### src/rtl/vga_frame_monitor_if.sv
// Bundle of VGA stream inputs and per-frame measurement results for vga_frame_monitor.
// master = video source / result reader, slave = the monitor itself.
interface vga_frame_monitor_if;
    logic        PEN;
    logic [3:0]  VGA_R;
    logic [3:0]  VGA_G;
    logic [3:0]  VGA_B;
    logic        VGA_HS;
    logic        VGA_VS;
    logic        FRAME_DONE;
    logic [9:0]  HMEAS;
    logic [9:0]  VMEAS;
    logic [15:0] FRAME_CNT;
    logic        TIMING_ERR;
    logic [31:0] CSUM;

    modport master (
        output PEN, VGA_R, VGA_G, VGA_B, VGA_HS, VGA_VS,
        input  FRAME_DONE, HMEAS, VMEAS, FRAME_CNT, TIMING_ERR, CSUM
    );

    modport slave (
        input  PEN, VGA_R, VGA_G, VGA_B, VGA_HS, VGA_VS,
        output FRAME_DONE, HMEAS, VMEAS, FRAME_CNT, TIMING_ERR, CSUM
    );
endinterface

### src/rtl/vga_frame_monitor.sv
// Passive VGA timing checker: measures line/frame lengths, flags deviations, checksums the active picture.
// Define MON_CSUM_EN to build the active-picture checksum; otherwise CSUM reads 0.
module vga_frame_monitor #(
    parameter int unsigned HPERIOD = 800,
    parameter int unsigned VPERIOD = 525,
    parameter int unsigned HSTART  = 144,
    parameter int unsigned HACTIVE = 640,
    parameter int unsigned VSTART  = 35,
    parameter int unsigned VACTIVE = 480
) (
    input logic                CLK,
    input logic                RST,
    vga_frame_monitor_if.slave bus
);
    typedef enum logic {IDLE, RUN} state_t;

    localparam logic [9:0] HCNT_MAX = 10'd1023;
    localparam logic [9:0] H_PERIOD = 10'(HPERIOD);
    localparam logic [9:0] V_PERIOD = 10'(VPERIOD);

    state_t      r_state;
    state_t      w_stateNext;
    logic        r_q0Hs;
    logic        r_q0Vs;
    logic        r_q1Hs;
    logic        r_q1Vs;
    logic [9:0]  r_hcnt;
    logic [9:0]  r_vcnt;
    logic [9:0]  w_hcntInc;
    logic [9:0]  w_vcntInc;
    logic        w_hsFall;
    logic        w_vsFall;
    logic        w_syncLost;
    logic        w_frameEnd;
    logic        w_lineCheck;
    logic        r_lineSeen;
    logic        r_frameDone;
    logic        r_timingErr;
    logic [9:0]  r_hmeas;
    logic [9:0]  r_vmeas;
    logic [15:0] r_frameCnt;

    assign w_hsFall  = r_q1Hs & ~r_q0Hs;
    assign w_vsFall  = r_q1Vs & ~r_q0Vs;
    assign w_hcntInc = r_hcnt + 10'd1;
    assign w_vcntInc = r_vcnt + 10'd1;

    // Sync pipeline resets to the inactive (high) level so no edge is seen straight out of reset.
    always_ff @(posedge CLK or negedge RST) begin
        if (!RST) begin
            r_q0Hs <= 1'b1;
            r_q0Vs <= 1'b1;
            r_q1Hs <= 1'b1;
            r_q1Vs <= 1'b1;
            r_hcnt <= '0;
            r_vcnt <= '0;
        end else if (bus.PEN) begin
            r_q0Hs <= bus.VGA_HS;
            r_q0Vs <= bus.VGA_VS;
            r_q1Hs <= r_q0Hs;
            r_q1Vs <= r_q0Vs;
            if (w_hsFall)
                r_hcnt <= '0;
            else if (r_hcnt != HCNT_MAX)
                r_hcnt <= w_hcntInc;
            if (w_vsFall)
                r_vcnt <= '0;
            else if (w_hsFall)
                r_vcnt <= w_vcntInc;
        end
    end

    always_ff @(posedge CLK or negedge RST) begin
        if (!RST)
            r_state <= IDLE;
        else
            r_state <= w_stateNext;
    end

    // A saturated line counter means sync was lost; it pre-empts any check in that same cycle.
    always_comb begin
        w_stateNext = r_state;
        w_syncLost  = 1'b0;
        w_frameEnd  = 1'b0;
        w_lineCheck = 1'b0;
        if (bus.PEN) begin
            case (r_state)
                IDLE: begin
                    if (w_vsFall)
                        w_stateNext = RUN;
                end
                RUN: begin
                    if (r_hcnt == HCNT_MAX) begin
                        w_stateNext = IDLE;
                        w_syncLost  = 1'b1;
                    end else begin
                        w_frameEnd  = w_vsFall;
                        w_lineCheck = w_hsFall & r_lineSeen;
                    end
                end
                default: w_stateNext = IDLE;
            endcase
        end
    end

    always_ff @(posedge CLK or negedge RST) begin
        if (!RST) begin
            r_frameDone <= 1'b0;
            r_lineSeen  <= 1'b0;
            r_timingErr <= 1'b0;
            r_hmeas     <= '0;
            r_vmeas     <= '0;
            r_frameCnt  <= '0;
        end else begin
            r_frameDone <= w_frameEnd;
            if (bus.PEN) begin
                if (r_state == IDLE)
                    r_lineSeen <= 1'b0;
                else if (w_hsFall)
                    r_lineSeen <= 1'b1;
                if (w_lineCheck) begin
                    r_hmeas <= w_hcntInc;
                    if (w_hcntInc != H_PERIOD)
                        r_timingErr <= 1'b1;
                end
                if (w_frameEnd) begin
                    r_vmeas    <= w_vcntInc;
                    r_frameCnt <= r_frameCnt + 16'd1;
                    if (w_vcntInc != V_PERIOD)
                        r_timingErr <= 1'b1;
                end
                if (w_syncLost)
                    r_timingErr <= 1'b1;
            end
        end
    end

`ifdef MON_CSUM_EN
    localparam logic [9:0] H_LO = 10'(HSTART);
    localparam logic [9:0] H_HI = 10'(HSTART + HACTIVE);
    localparam logic [9:0] V_LO = 10'(VSTART);
    localparam logic [9:0] V_HI = 10'(VSTART + VACTIVE);

    logic [11:0] r_q0Rgb;
    logic [31:0] r_acc;
    logic [31:0] r_csum;
    logic        w_active;
    logic [31:0] w_pix;

    assign w_active = (r_hcnt >= H_LO) && (r_hcnt < H_HI) && (r_vcnt >= V_LO) && (r_vcnt < V_HI);
    assign w_pix    = w_active ? {20'd0, r_q0Rgb} : 32'd0;

    // Accumulator restarts on every VS edge so the first frame after IDLE starts clean.
    always_ff @(posedge CLK or negedge RST) begin
        if (!RST) begin
            r_q0Rgb <= '0;
            r_acc   <= '0;
            r_csum  <= '0;
        end else if (bus.PEN) begin
            r_q0Rgb <= {bus.VGA_R, bus.VGA_G, bus.VGA_B};
            if (w_frameEnd)
                r_csum <= r_acc + w_pix;
            if (w_vsFall)
                r_acc <= '0;
            else
                r_acc <= r_acc + w_pix;
        end
    end

    assign bus.CSUM = r_csum;
`else
    assign bus.CSUM = 32'h0;
`endif

    assign bus.FRAME_DONE = r_frameDone;
    assign bus.HMEAS      = r_hmeas;
    assign bus.VMEAS      = r_vmeas;
    assign bus.FRAME_CNT  = r_frameCnt;
    assign bus.TIMING_ERR = r_timingErr;
endmodule
### src/flat_wrapper.sv
// flat-port wrapper written by rule: the top's interface ports become plain ports
module vga_frame_monitor_flat 
#(
    parameter int unsigned HPERIOD = 800,
    parameter int unsigned VPERIOD = 525,
    parameter int unsigned HSTART  = 144,
    parameter int unsigned HACTIVE = 640,
    parameter int unsigned VSTART  = 35,
    parameter int unsigned VACTIVE = 480
)
  (CLK, RST, bus_PEN, bus_VGA_R, bus_VGA_G, bus_VGA_B, bus_VGA_HS, bus_VGA_VS, bus_FRAME_DONE, bus_HMEAS, bus_VMEAS, bus_FRAME_CNT, bus_TIMING_ERR, bus_CSUM);
  vga_frame_monitor_if bus_i ();
  input logic CLK;
  input logic RST;
  input wire logic [$bits(bus_i.PEN)-1:0] bus_PEN;
  input wire logic [$bits(bus_i.VGA_R)-1:0] bus_VGA_R;
  input wire logic [$bits(bus_i.VGA_G)-1:0] bus_VGA_G;
  input wire logic [$bits(bus_i.VGA_B)-1:0] bus_VGA_B;
  input wire logic [$bits(bus_i.VGA_HS)-1:0] bus_VGA_HS;
  input wire logic [$bits(bus_i.VGA_VS)-1:0] bus_VGA_VS;
  output wire logic [$bits(bus_i.FRAME_DONE)-1:0] bus_FRAME_DONE;
  output wire logic [$bits(bus_i.HMEAS)-1:0] bus_HMEAS;
  output wire logic [$bits(bus_i.VMEAS)-1:0] bus_VMEAS;
  output wire logic [$bits(bus_i.FRAME_CNT)-1:0] bus_FRAME_CNT;
  output wire logic [$bits(bus_i.TIMING_ERR)-1:0] bus_TIMING_ERR;
  output wire logic [$bits(bus_i.CSUM)-1:0] bus_CSUM;
  assign bus_i.PEN = bus_PEN;
  assign bus_i.VGA_R = bus_VGA_R;
  assign bus_i.VGA_G = bus_VGA_G;
  assign bus_i.VGA_B = bus_VGA_B;
  assign bus_i.VGA_HS = bus_VGA_HS;
  assign bus_i.VGA_VS = bus_VGA_VS;
  assign bus_FRAME_DONE = bus_i.FRAME_DONE;
  assign bus_HMEAS = bus_i.HMEAS;
  assign bus_VMEAS = bus_i.VMEAS;
  assign bus_FRAME_CNT = bus_i.FRAME_CNT;
  assign bus_TIMING_ERR = bus_i.TIMING_ERR;
  assign bus_CSUM = bus_i.CSUM;
  vga_frame_monitor #(.HPERIOD(HPERIOD), .VPERIOD(VPERIOD), .HSTART(HSTART), .HACTIVE(HACTIVE), .VSTART(VSTART), .VACTIVE(VACTIVE)) u_core (.CLK(CLK), .RST(RST), .bus(bus_i));
endmodule
### config.mk
export PLATFORM = sky130hd
export DESIGN_NAME = vga_frame_monitor_flat
export DESIGN_NICKNAME = d
export VERILOG_FILES = /design/src/rtl/vga_frame_monitor_if.sv /design/src/rtl/vga_frame_monitor.sv /design/src/flat_wrapper.sv
export SDC_FILE = /design/constraint.sdc
export NUM_CORES = 1
export LEC_CHECK = 0
export BUFFER_PORTS_ARGS = -buffer_cell sky130_fd_sc_hd__buf_2
export CAP_MARGIN = 5
export CORE_MARGIN = 3
export CORE_UTILIZATION = 45
export CTS_CLUSTER_SIZE = 24
export DETAILED_ROUTE_END_ITERATION = 10
export PLACE_DENSITY = 0.78
export SYNTH_ARGS = -nofsm -noshare
export SYNTH_HDL_FRONTEND = slang
export SYNTH_SLANG_ARGS = --single-unit
### constraint.sdc
create_clock -name CLK -period 6.2 [get_ports CLK]
set_input_delay 0.93 -clock CLK [delete_from_list [all_inputs] [get_ports CLK]]
set_output_delay 0.93 -clock CLK [all_outputs]
set_load 0.005 [all_outputs]
==> results.json <==
{
  "run_status": "completed",
  "critical_path_peak_fanout": 9,
  "worst_setup_path_start_kind": "register",
  "critical_path_buffers_and_inverters": 0,
  "post_cts_hold_buffer_count": 0,
  "root_buffer": "sky130_fd_sc_hd__clkbuf_8",
  "final_nets": 403,
  "synth_ff_type": "sky130_fd_sc_hd__dfrtp_1",
  "gr-total-overflow": 0,
  "worst_path_max_delay_cell": "sky130_fd_sc_hd__or4b_1",
  "global_route.usage.met1": 0.196,
  "grt_setup_unrepaired": "false",
  "reg2reg_slack_ns": 3.66,
  "grt_util_overall": 0.155,
  "max-cap-violations": 0,
  "h-tree-depth": 3,
  "timing.hold.worst_path_depth": 1,
  "busiest_layer": "met2",
  "hold_slack_ns": 0.471,
  "ys_seq_area_frac": 0.488,
  "cts_inserted_buffers": 9,
  "maxSlewHeadroom": 0.481,
  "power.share.clock": 0.342,
  "largest_net_degree_at_the_start_of_global_routing": 65,
  "period_share": 0.409,
  "yosys_warnings": 0,
  "number_of_standard_cell_rows_in_the_floorplan": 30,
  "initial_utilization": 0.474,
  "syn-cell-area_um2": 3290,
  "required_ns": 6.39,
  "timing.critical_path.max_delay_family": "simple AND/OR/NAND/NOR gates",
  "finalInstanceArea_um2": 3680,
  "detail-route-antenna-nets": 0,
  "groute.layer.met3.usage": 0.0232,
  "die_height_um": 91.5,
  "areaGrowthSynthToFinish_pct": 11.8,
  "setup.worst_path.end_class": "register",
  "grtUsageMet2": 0.251,
  "post_cts_setup_buffer_count": 0,
  "share_of_final_layout_standard_cells_stronger_than_drive_strength_1": 0.190,
  "critical_path.reg2reg.startpoint": "u_core.r_hcnt[0]$_DFFE_PN0P_",
  "syn-mean-instance-area_um2": 9.62,
  "detail_route.vias_per_cell": 5.10,
  "critical_path.cell_chain": "ha_1 > and4_4 > nand4_1 > xor2_1 > or4b_1 > nor3_1 > o211ai_1",
  "reg2regPathDepth": 7,
  "ir_worst_vdd_mv": 0.102,
  "synth-edff-count": 0,
  "power_density_nw_per_um2": 317,
  "timing.hold.worst.class": "register to register",
  "diode_insertion_count_for_antenna_repair": 0,
  "pwr-share-seq": 0.471,
  "io_buffer_count": 42,
  "worstSetupStartpoint": "u_core.r_hcnt[0]$_DFFE_PN0P_",
  "boundaryPins": 87,
  "finalHoldViolCount": 0,
  "grt_first_pass_wirelength_um": 10500,
  "final_common_cell": "sky130_fd_sc_hd__dfrtp_1",
  "maxSlewViolCount": 0,
  "holdPathEnd": "u_core.bus.FRAME_CNT[15]$_DFFE_PN0P_",
  "dieArea_um2": 8370,
  "vias": 2451,
  "timing.final.crit_period_ns": 2.54,
  "post_cts_resize_count": 0,
  "gp_routability_congestion": 0.809,
  "clockBufferDepth": 2,
  "share_of_synthesized_flip_flops_with_an_asynchronous_set_or_reset": 1.00,
  "cell_internal_pwr_uw": 834,
  "layout_common_cells": "sky130_fd_sc_hd__dfrtp_1, sky130_fd_sc_hd__buf_2, sky130_fd_sc_hd__nand2_1",
  "cts_tree": "yes",
  "insertion_delay_ns": 0.34,
  "comb_power_share": 0.187,
  "antenna_found_initial": 0,
  "fin_tns_setup_ns": 0,
  "clock.fmax_ghz": 0.394,
  "clock_sink_count": 64,
  "setup_viol_count_final": 0,
  "synth-seq-cells": 64,
  "coreArea_um2": 6940,
  "reg2reg_to": "u_core.bus.TIMING_ERR$_DFFE_PN0P_",
  "detail_route.iter0.violations": 156,
  "setup.worst_path.class": "register to register",
  "ys_types": 39,
  "cts.reportedPaths.clkPinSlew_ns": 0.07,
  "routed_wl_um": 6240,
  "drc": 0,
  "fp.dieW_um": 91.5,
  "finalClockSkew_ns": 0.00767,
  "netSwitchingFraction": 0.284,
  "avgRoutedWirePerCell_um": 13.0,
  "cellLeakagePower_nw": 1.74,
  "max_slew.worst_pin.slew_ns": 0.778,
  "dpl_cell_area_um2": 3460,
  "dp_hpwl_um": 4230,
  "p_switching_uw": 332,
  "timing.hold.worst.start": "u_core.bus.FRAME_CNT[15]$_DFFE_PN0P_",
  "cp_slowest_stage_delay_ns": 0.56,
  "worst_ep_arrival_time_ns": 2.73,
  "via_count_of_the_first_global_routing_pass": 2290,
  "drt-pass1-iter-count": 4,
  "syn-instance-count": 342
}
## cells by family (layout without fill, tap and decap cells)
family,count (synthesis),count (layout),share of synthesized area
buffers and inverters,52,64,0.0966
other,1,32,0.00114
and+or+nand+nor,119,119,0.180
adders and majority gates,5,5,0.0190
AOI/OAI and AO/OA,61,61,0.103
xor gates and xnor gates,32,32,0.0852
DFF,64,64,0.488
muxes,8,8,0.0270
## sequential cells by signal, summed over array words and instances, names as in the netlist
signal                 cells
u_core.bus.FRAME_CNT      16
u_core.bus.FRAME_DONE      1
u_core.bus.HMEAS          10
u_core.bus.TIMING_ERR      1
u_core.bus.VMEAS          10
u_core.r_hcnt             10
u_core.r_lineSeen          1
u_core.r_q0Hs              1
u_core.r_q0Vs              1
u_core.r_q1Hs              1
u_core.r_q1Vs              1
u_core.r_state             1
u_core.r_vcnt             10
## power by group through the flow
stage | Sequential [mW] | Clock, mW | Combinational (mW)
2_1_floorplan | 0.551 | 0 | 0.137
3_3_place_gp | 0.551 | 0 | 0.210
3_5_place_dp | 0.557 | 0 | 0.220
4_1_cts | 0.550 | 0.406 | 0.222
5_1_grt | 0.560 | 0.425 | 0.251
6_report | 0.549 | 0.399 | 0.218
## how the worst max path moves through the flow
| stage | to | slack (ns) | depth (start not counted) |
|---|---|---|---|
| 6_report | u_core.bus.TIMING_ERR$_DFFE_PN0P_ | 3.66 | 7 |
| 3_3_place_gp | u_core.bus.FRAME_CNT[15]$_DFFE_PN0P_ | 3.56 | 8 |
| 3_5_place_dp | u_core.bus.FRAME_CNT[15]$_DFFE_PN0P_ | 3.55 | 8 |
| 5_1_grt | u_core.bus.TIMING_ERR$_DFFE_PN0P_ | 3.50 | 7 |
| 4_1_cts | u_core.bus.TIMING_ERR$_DFFE_PN0P_ | 3.69 | 7 |
| 2_1_floorplan | u_core.bus.TIMING_ERR$_DFFE_PN0P_ | 4.08 | 7 |
## through the flow
step	cells	setup slack, ns	total power, mW	utilization
finish	481	3.66	1.17	0.530
global route	481	3.50	1.24	0.530
CTS	481	3.69	1.18	0.530
detailed placement	466	3.55	0.777	0.498
global placement	466	3.56	0.761	0.498
floorplan	373	4.08	0.688	-
## metal layers
metal  vias up  share of wire
met5         -              0
met4         0          0.026
met3        15          0.050
met2        75           0.50
met1      1176           0.42
li1       1185              -
## layout make-up
cell class	instances	area [µm²]
fillers	588	3270
flip-flops and latches	64	1610
multi-input cells	257	1490
repair buffers	44	225
clock buffers	12	155
well taps	96	120
clock inverters	3	65.1
inverters	5	18.8
## cells in the mapped netlist, types with 6 or more instances
master,n,area (µm²)
sky130_fd_sc_hd__dfrtp_1,60,1500
sky130_fd_sc_hd__nand2_1,39,146
sky130_fd_sc_hd__buf_4,32,240
sky130_fd_sc_hd__o21ai_0,32,160
sky130_fd_sc_hd__nor2_1,27,101
sky130_fd_sc_hd__xnor2_1,23,201
sky130_fd_sc_hd__a21oi_1,14,70.1
sky130_fd_sc_hd__nand3_1,10,50.1
sky130_fd_sc_hd__clkbuf_1,9,33.8
sky130_fd_sc_hd__xor2_1,9,78.8
sky130_fd_sc_hd__and3_1,8,50.1
sky130_fd_sc_hd__mux2_2,7,78.8
sky130_fd_sc_hd__nand4_1,7,43.8
sky130_fd_sc_hd__nor2b_1,6,37.5
sky130_fd_sc_hd__o31ai_1,6,45.0
(Power assumes the default switching activity.)
